`config.mk`:
```
export PLATFORM = sky130hd
export DESIGN_NAME = sdrc_bs_upconv
export DESIGN_NICKNAME = d
export VERILOG_FILES = /design/src/rtl/sdrc_bs_upconv.sv
export SDC_FILE = /design/constraint.sdc
export NUM_CORES = 1
export LEC_CHECK = 0
export ABC_AREA = 1
export CAP_MARGIN = 30
export CORE_MARGIN = 2
export CORE_UTILIZATION = 46
export DETAILED_ROUTE_END_ITERATION = 12
export PLACE_DENSITY = 0.72
export SLEW_MARGIN = 0
export SYNTH_ARGS = -nofsm -noshare
export SYNTH_HDL_FRONTEND = slang
export SYNTH_SLANG_ARGS = --single-unit
```
`constraint.sdc`:
```
create_clock -name clk -period 9.8 [get_ports clk]
set_clock_uncertainty 0.05 [all_clocks]
set_input_delay 0.98 -clock clk [delete_from_list [all_inputs] [get_ports clk]]
set_output_delay 0.98 -clock clk [all_outputs]
set_load 0.01 [all_outputs]
```
`src/rtl/sdrc_bs_upconv.sv`:
```
// sdrc_bs_upconv: adapts a 16-bit or 8-bit application beat stream to a
// 32-bit SDRAM controller port. Requests are split into sub-requests of
// at most CHUNK words, each staged through one shared word buffer.
//
// state   | meaning
// --------+-----------------------------------------------------------
// IDLE    | waiting for an app request
// W_FILL  | collecting app write beats into the buffer
// W_REQ   | write sub-request presented to the controller
// W_DRAIN | handing buffered words to the controller
// R_REQ   | read sub-request presented to the controller
// R_FILL  | storing returned read words into the buffer
// R_DRAIN | replaying buffered words as app read beats

module sdrc_bs_upconv #(
    parameter int APP_AW = 30,
    parameter int APP_RW = 9,
    parameter int CHUNK  = 8
) (
    input  logic              clk,
    input  logic              reset,
    input  logic [1:0]        app_width,
    input  logic              app_sdr_req,
    input  logic [APP_AW-1:0] app_req_addr,
    input  logic [APP_RW-1:0] app_req_len,
    input  logic              app_req_wr_n,
    output logic              app_req_ack,
    input  logic [15:0]       app_wr_data,
    input  logic [1:0]        app_wr_en_n,
    output logic              app_wr_next,
    output logic [15:0]       app_rd_data,
    output logic              app_rd_valid,
    output logic              app_sdr_req_int,
    output logic [APP_AW-1:0] app_req_addr_int,
    output logic [APP_RW-1:0] app_req_len_int,
    output logic              app_req_wr_n_int,
    input  logic              app_req_ack_int,
    output logic [31:0]       app_wr_data_int,
    output logic [3:0]        app_wr_en_n_int,
    input  logic              app_wr_next_int,
    input  logic [31:0]       app_rd_data_int,
    input  logic              app_rd_valid_int
);
    localparam int CW = $clog2(CHUNK);
    localparam int NW = CW + 1;

    typedef enum logic [2:0] {
        IDLE, W_FILL, W_REQ, W_DRAIN, R_REQ, R_FILL, R_DRAIN
    } state_t;

    state_t            state_q, state_d;
    logic              mode8_q, mode8_d;
    logic              wr_n_q, wr_n_d;
    logic [APP_AW-1:0] addr_q, addr_d;
    logic [APP_RW-1:0] rem_q, rem_d;
    logic [NW-1:0]     n_q, n_d;
    logic [CW-1:0]     ptr_q, ptr_d;
    logic [1:0]        lane_q, lane_d;

    logic [31:0]       buf_data_q [CHUNK];
    logic [3:0]        buf_en_q   [CHUNK];
    logic              buf_we;
    logic [31:0]       buf_wdata;
    logic [3:0]        buf_wen;

    logic [31:0]       cur_data;
    logic [3:0]        cur_en;
    logic [31:0]       fill_data;
    logic [3:0]        fill_en;
    logic [15:0]       rd_beat;
    logic              last_word;
    logic              last_lane;
    logic              acc_mode8;
    logic [APP_AW-1:0] acc_addr;
    logic [APP_RW-1:0] acc_words;

    // Words in the next sub-request: min(remaining, CHUNK).
    function automatic logic [NW-1:0] chunk_of(input logic [APP_RW-1:0] r);
        if (r >= APP_RW'(CHUNK)) chunk_of = NW'(CHUNK);
        else                     chunk_of = r[NW-1:0];
    endfunction

    assign cur_data  = buf_data_q[ptr_q];
    assign cur_en    = buf_en_q[ptr_q];
    assign last_word = ({1'b0, ptr_q} == (n_q - NW'(1)));
    assign last_lane = mode8_q ? (lane_q == 2'd3) : (lane_q == 2'd1);

    // 00 is treated like 01; only 1x selects byte beats.
    assign acc_mode8 = (app_width inside {2'b10, 2'b11});
    assign acc_addr  = acc_mode8 ? (app_req_addr >> 2) : (app_req_addr >> 1);
    assign acc_words = acc_mode8 ? (app_req_len >> 2)  : (app_req_len >> 1);

    assign app_req_addr_int = addr_q;
    assign app_req_len_int  = APP_RW'(n_q);
    assign app_req_wr_n_int = wr_n_q;
    assign app_wr_data_int  = cur_data;
    assign app_wr_en_n_int  = cur_en;
    assign app_rd_data      = (state_q == R_DRAIN) ? rd_beat : 16'h0000;

    // Merge the incoming app beat into its little-endian lane of the current word.
    always_comb begin
        fill_data = cur_data;
        fill_en   = cur_en;
        if (mode8_q) begin
            case (lane_q)
                2'd0: begin fill_data[7:0]   = app_wr_data[7:0]; fill_en[0] = app_wr_en_n[0]; end
                2'd1: begin fill_data[15:8]  = app_wr_data[7:0]; fill_en[1] = app_wr_en_n[0]; end
                2'd2: begin fill_data[23:16] = app_wr_data[7:0]; fill_en[2] = app_wr_en_n[0]; end
                default: begin fill_data[31:24] = app_wr_data[7:0]; fill_en[3] = app_wr_en_n[0]; end
            endcase
        end else if (lane_q[0]) begin
            fill_data[31:16] = app_wr_data;
            fill_en[3:2]     = app_wr_en_n;
        end else begin
            fill_data[15:0] = app_wr_data;
            fill_en[1:0]    = app_wr_en_n;
        end
    end

    // Pick the read beat for the current lane, same order as packing.
    always_comb begin
        rd_beat = 16'h0000;
        if (mode8_q) begin
            case (lane_q)
                2'd0:    rd_beat = {8'h00, cur_data[7:0]};
                2'd1:    rd_beat = {8'h00, cur_data[15:8]};
                2'd2:    rd_beat = {8'h00, cur_data[23:16]};
                default: rd_beat = {8'h00, cur_data[31:24]};
            endcase
        end else begin
            rd_beat = lane_q[0] ? cur_data[31:16] : cur_data[15:0];
        end
    end

    // Next-state, counters and strobes.
    always_comb begin
        state_d         = state_q;
        mode8_d         = mode8_q;
        wr_n_d          = wr_n_q;
        addr_d          = addr_q;
        rem_d           = rem_q;
        n_d             = n_q;
        ptr_d           = ptr_q;
        lane_d          = lane_q;
        buf_we          = 1'b0;
        buf_wdata       = fill_data;
        buf_wen         = fill_en;
        app_req_ack     = 1'b0;
        app_wr_next     = 1'b0;
        app_rd_valid    = 1'b0;
        app_sdr_req_int = 1'b0;

        case (state_q)
            IDLE: begin
                // Gated by reset so no acknowledge leaks out while reset is held.
                if (app_sdr_req && !reset) begin
                    app_req_ack = 1'b1;
                    mode8_d     = acc_mode8;
                    wr_n_d      = app_req_wr_n;
                    addr_d      = acc_addr;
                    rem_d       = acc_words;
                    n_d         = chunk_of(acc_words);
                    ptr_d       = '0;
                    lane_d      = 2'd0;
                    if (acc_words != '0)
                        state_d = app_req_wr_n ? R_REQ : W_FILL;
                end
            end
            W_FILL: begin
                app_wr_next = 1'b1;
                buf_we      = 1'b1;
                if (last_lane) begin
                    lane_d = 2'd0;
                    if (last_word) begin
                        ptr_d   = '0;
                        state_d = W_REQ;
                    end else begin
                        ptr_d = ptr_q + CW'(1);
                    end
                end else begin
                    lane_d = lane_q + 2'd1;
                end
            end
            W_REQ, R_REQ: begin
                app_sdr_req_int = 1'b1;
                if (app_req_ack_int) begin
                    addr_d  = addr_q + APP_AW'(n_q);
                    rem_d   = rem_q - APP_RW'(n_q);
                    state_d = (state_q == W_REQ) ? W_DRAIN : R_FILL;
                end
            end
            W_DRAIN: begin
                if (app_wr_next_int) begin
                    if (last_word) begin
                        ptr_d = '0;
                        if (rem_q != '0) begin
                            n_d     = chunk_of(rem_q);
                            state_d = W_FILL;
                        end else begin
                            state_d = IDLE;
                        end
                    end else begin
                        ptr_d = ptr_q + CW'(1);
                    end
                end
            end
            R_FILL: begin
                if (app_rd_valid_int) begin
                    buf_we    = 1'b1;
                    buf_wdata = app_rd_data_int;
                    buf_wen   = cur_en;
                    if (last_word) begin
                        ptr_d   = '0;
                        state_d = R_DRAIN;
                    end else begin
                        ptr_d = ptr_q + CW'(1);
                    end
                end
            end
            R_DRAIN: begin
                app_rd_valid = 1'b1;
                if (last_lane) begin
                    lane_d = 2'd0;
                    if (last_word) begin
                        ptr_d = '0;
                        if (rem_q != '0) begin
                            n_d     = chunk_of(rem_q);
                            state_d = R_REQ;
                        end else begin
                            state_d = IDLE;
                        end
                    end else begin
                        ptr_d = ptr_q + CW'(1);
                    end
                end else begin
                    lane_d = lane_q + 2'd1;
                end
            end
            default: state_d = IDLE;
        endcase
    end

    // Control registers, cleared immediately by reset.
    always_ff @(posedge clk or posedge reset) begin
        if (reset) begin
            state_q <= IDLE;
            mode8_q <= 1'b0;
            wr_n_q  <= 1'b1;
            addr_q  <= '0;
            rem_q   <= '0;
            n_q     <= '0;
            ptr_q   <= '0;
            lane_q  <= 2'd0;
        end else begin
            state_q <= state_d;
            mode8_q <= mode8_d;
            wr_n_q  <= wr_n_d;
            addr_q  <= addr_d;
            rem_q   <= rem_d;
            n_q     <= n_d;
            ptr_q   <= ptr_d;
            lane_q  <= lane_d;
        end
    end

    // Staging buffer; contents are don't-care after reset so it has none.
    always_ff @(posedge clk) begin
        if (buf_we) begin
            buf_data_q[ptr_q] <= buf_wdata;
            buf_en_q[ptr_q]   <= buf_wen;
        end
    end

endmodule
```
==> key figures <==
Drt
  • Final WL: 55.13 mm
  • WL/cell: 19.15 µm
  • Initial DRC Count: 1,777
  • Post-route DRC: 0
  • Drt via density: 5.443
  • Vias post-DR: 15,670
  • Pre-Repair DR Iteration Count: 7
  • Remaining antenna violation count: 0

Clock tree
  • Clock transition at path regs: 0.06 ns
  • CTS buffer count: 37
  • Post-cts sizing count: 0
  • Clk root buf: clkbuf_16
  • Skew-Pair Late Insertion Delay: 0.55 ns
  • CTS Hold Bufs: 0
  • H-Tree Depth: 2
  • CTS tree: yes
  • CTS sink count: 341
  • Buffer count from post-CTS setup fixing: 0
  • Worst-case clock buffer depth: 3

Logic synthesis
  • Main synth FF type: edfxtp_1
  • YS warnings: 0
  • Sequential share of the synthesized area: 0.5525
  • Syn avg cell area: 8.267 µm²
  • Synth Instances: 2,184
  • Synth Register Bits: 341
  • Cell area after synthesis: 18,050 µm²
  • Cell variety after synth: 49
  • Asr flop ratio synth: 0.1554
  • EDFF count, synth: 288

Critical path
  • CP Data Arrival Time: 4.70 ns
  • Reg2Reg Depth: 9
  • FF-to-FF End: buf_data_q[5][10]
  • RR Startpoint: state_q[1]
  • Critical path class: register to primary output
  • CP Max Fanout: 71
  • Required @ worst endpoint: 8.77 ns
  • R2r setup slk: 5.92 ns
  • Setup crit start kind: register
  • CP endpoint kind: primary output

Layout
  • Register area: 9982 µm²
  • Core Util, Final: 0.5558
  • P&R area growth vs syn: 19.24%
  • Non-Filler Instances: 2,879
  • Nets@finish: 2,447
  • Share of cells above drive strength 1: 0.05593
  • Most frequent cells in the layout: nand2_1, edfxtp_1, clkdlybuf4s50_1
  • Area occupied by multi-input gates: 7051 µm²
  • Filler cells: 3,430
  • Commonest non-fill, non-tap cell in the layout: nand2_1

Floorplanning
  • Die footprint: 40,850 µm²
  • Die X: 202.1 µm
  • Initial Utilization: 0.4661
  • Core Region: 38,740 µm²
  • Die height: 202.1 µm
  • I/O Pins: 194
  • Row Count: 72

Timing
  • Final period utilization: 0.5842
  • Fin crit period: 5.725 ns
  • Total negative slack: 0 ns
  • Peak Freq: 174.7 MHz
  • Max Slew Vio Count: 0
  • Setup violations, final: 0
  • Tightest Pin Transition: 0.9680 ns
  • Hold Violations, Final: 0
  • RSZ-0062 raised after global routing: no
  • Max_slew headroom: 0.3547

Place
  • HPWL Detailed: 36.11 mm
  • Port Buf Inserts: 185
  • Dpl cells: 2,812
  • Placer Congestion: 0.9453

Worst hold path
  • Hold Path Stages: 2
  • Hold EP: app_req_wr_n_int
  • Min-delay worst type: register to register
  • Hold wc startpoint: app_req_wr_n_int

Global route
  • Gr ovfl total: 0
  • Vias in the first global route: 14,790
  • GR Util All Layers: 0.2665
  • Largest net degree at the start of global routing: 78
  • Initial antenna violation count: 1
  • First-pass GRT wire length: 84.24 mm

Power and ir drop
  • Total power: 7.507 mW
  • Power per standard cell area: 348.7 nW/µm²
  • Leakage: 9.109 nW
  • VDD IR max: 0.1815 mV

Run
  • Number of max-capacitance violations reported: 0

Outcome
  • Status: finished clean
==> critical path, stage by stage (launching register included) <==
cell and delay (ns):
dfrtp_4 0.78, inv_4 0.52, buf_4 0.51, buf_16 0.30
nand2_1 0.08, nand2_1 0.06, nand2_1 0.05, nand2_1 0.10
nand2_1 0.05, nand2_1 0.37, nand2_1 0.09, nand2_1 0.08
nor2_1 0.06, nor3_1 0.33, clkdlybuf4s50_1 0.62
==> kinds of logic (layout without fill, tap and decap cells) <==
group,count (synthesis),count (layout),synth area share
AOI/OAI and AO/OA,238,238,0.07311
xor gates and xnor gates,15,15,0.007276
DFF,341,341,0.5525
adders and majority gates,16,16,0.01192
buffers and inverters,249,421,0.06085
other,1,6,0.0002077
and+or+nand+nor,1324,1324,0.2941
==> flip-flops by register name, indices dropped and copies added (netlist names) <==
name              cells
app_req_addr_int     30
app_req_wr_n_int      1
buf_data_q          256
buf_en_q             32
lane_q                2
mode8_q               1
n_q                   4
ptr_q                 3
rem_q                 9
state_q               3
==> power breakdown <==
group	leakage (nW)	switching (mW)	total [mW]	internal, mW
sequential	3.25	0.222	2.44	2.22
clock	0.584	0.572	1.42	0.845
combinational	5.28	2.50	3.65	1.15
==> synthesized netlist by cell type (13+ instances only) <==
library cell	n	area [µm²]
a21oi_1	67	335.3
ha_1	14	175.2
dfrtp_1	52	1301
buf_4	15	112.6
o21ai_0	87	435.4
nor3_1	14	70.07
a31oi_1	13	81.33
nand2_1	1000	3754
clkbuf_1	32	120.1
inv_1	129	484.2
nand3_1	107	535.5
buf_2	49	245.2
edfxtp_1	288	8648
o22ai_1	25	156.4
nand4_1	18	112.6
o21ai_1	21	105.1
nor2_1	147	551.8
==> worst max path at each step <==
stage          slack [ns]               end  cells past startpoint              from
6_report             4.07    app_rd_data[4]                     14          ptr_q[0]
5_1_grt              3.88    app_rd_data[4]                     14          ptr_q[0]
4_1_cts              4.13    app_rd_data[4]                     14          ptr_q[0]
3_5_place_dp         4.68    app_rd_data[4]                     14          ptr_q[0]
3_3_place_gp         4.56    app_rd_data[4]                     13          ptr_q[0]
2_1_floorplan        4.49  buf_data_q[1][0]                      4  app_rd_valid_int
==> routing by layer <==
layer  track usage  up-vias  part of all wire
met5             0        -                 0
met4        0.1189        0             0.041
met3       0.04998      139             0.090
met2        0.4216      754              0.46
met1        0.3590     7325              0.41
li1              -     7453                 -
==> metrics by stage <==
stage	area, µm²	worst slack, ns	hold WS, ns
final	21530	4.075	0.4422
after global routing	21530	3.882	0.5111
after CTS	21530	4.135	0.4471
after detailed placement	20300	4.685	0.4369
after global placement	20260	4.556	0.4292
after floorplan	18070	4.490	0.4289
==> area by class of cell <==
class	count	area share
sequential	341	0.4636
multi-input combinational	1598	0.3275
timing repair buffer	213	0.09688
clock buffer	45	0.04533
tap	518	0.03010
inverter	142	0.02493
clock inverter	21	0.01151
antenna	1	0.0001162
Power figures use the tool's default switching activity.
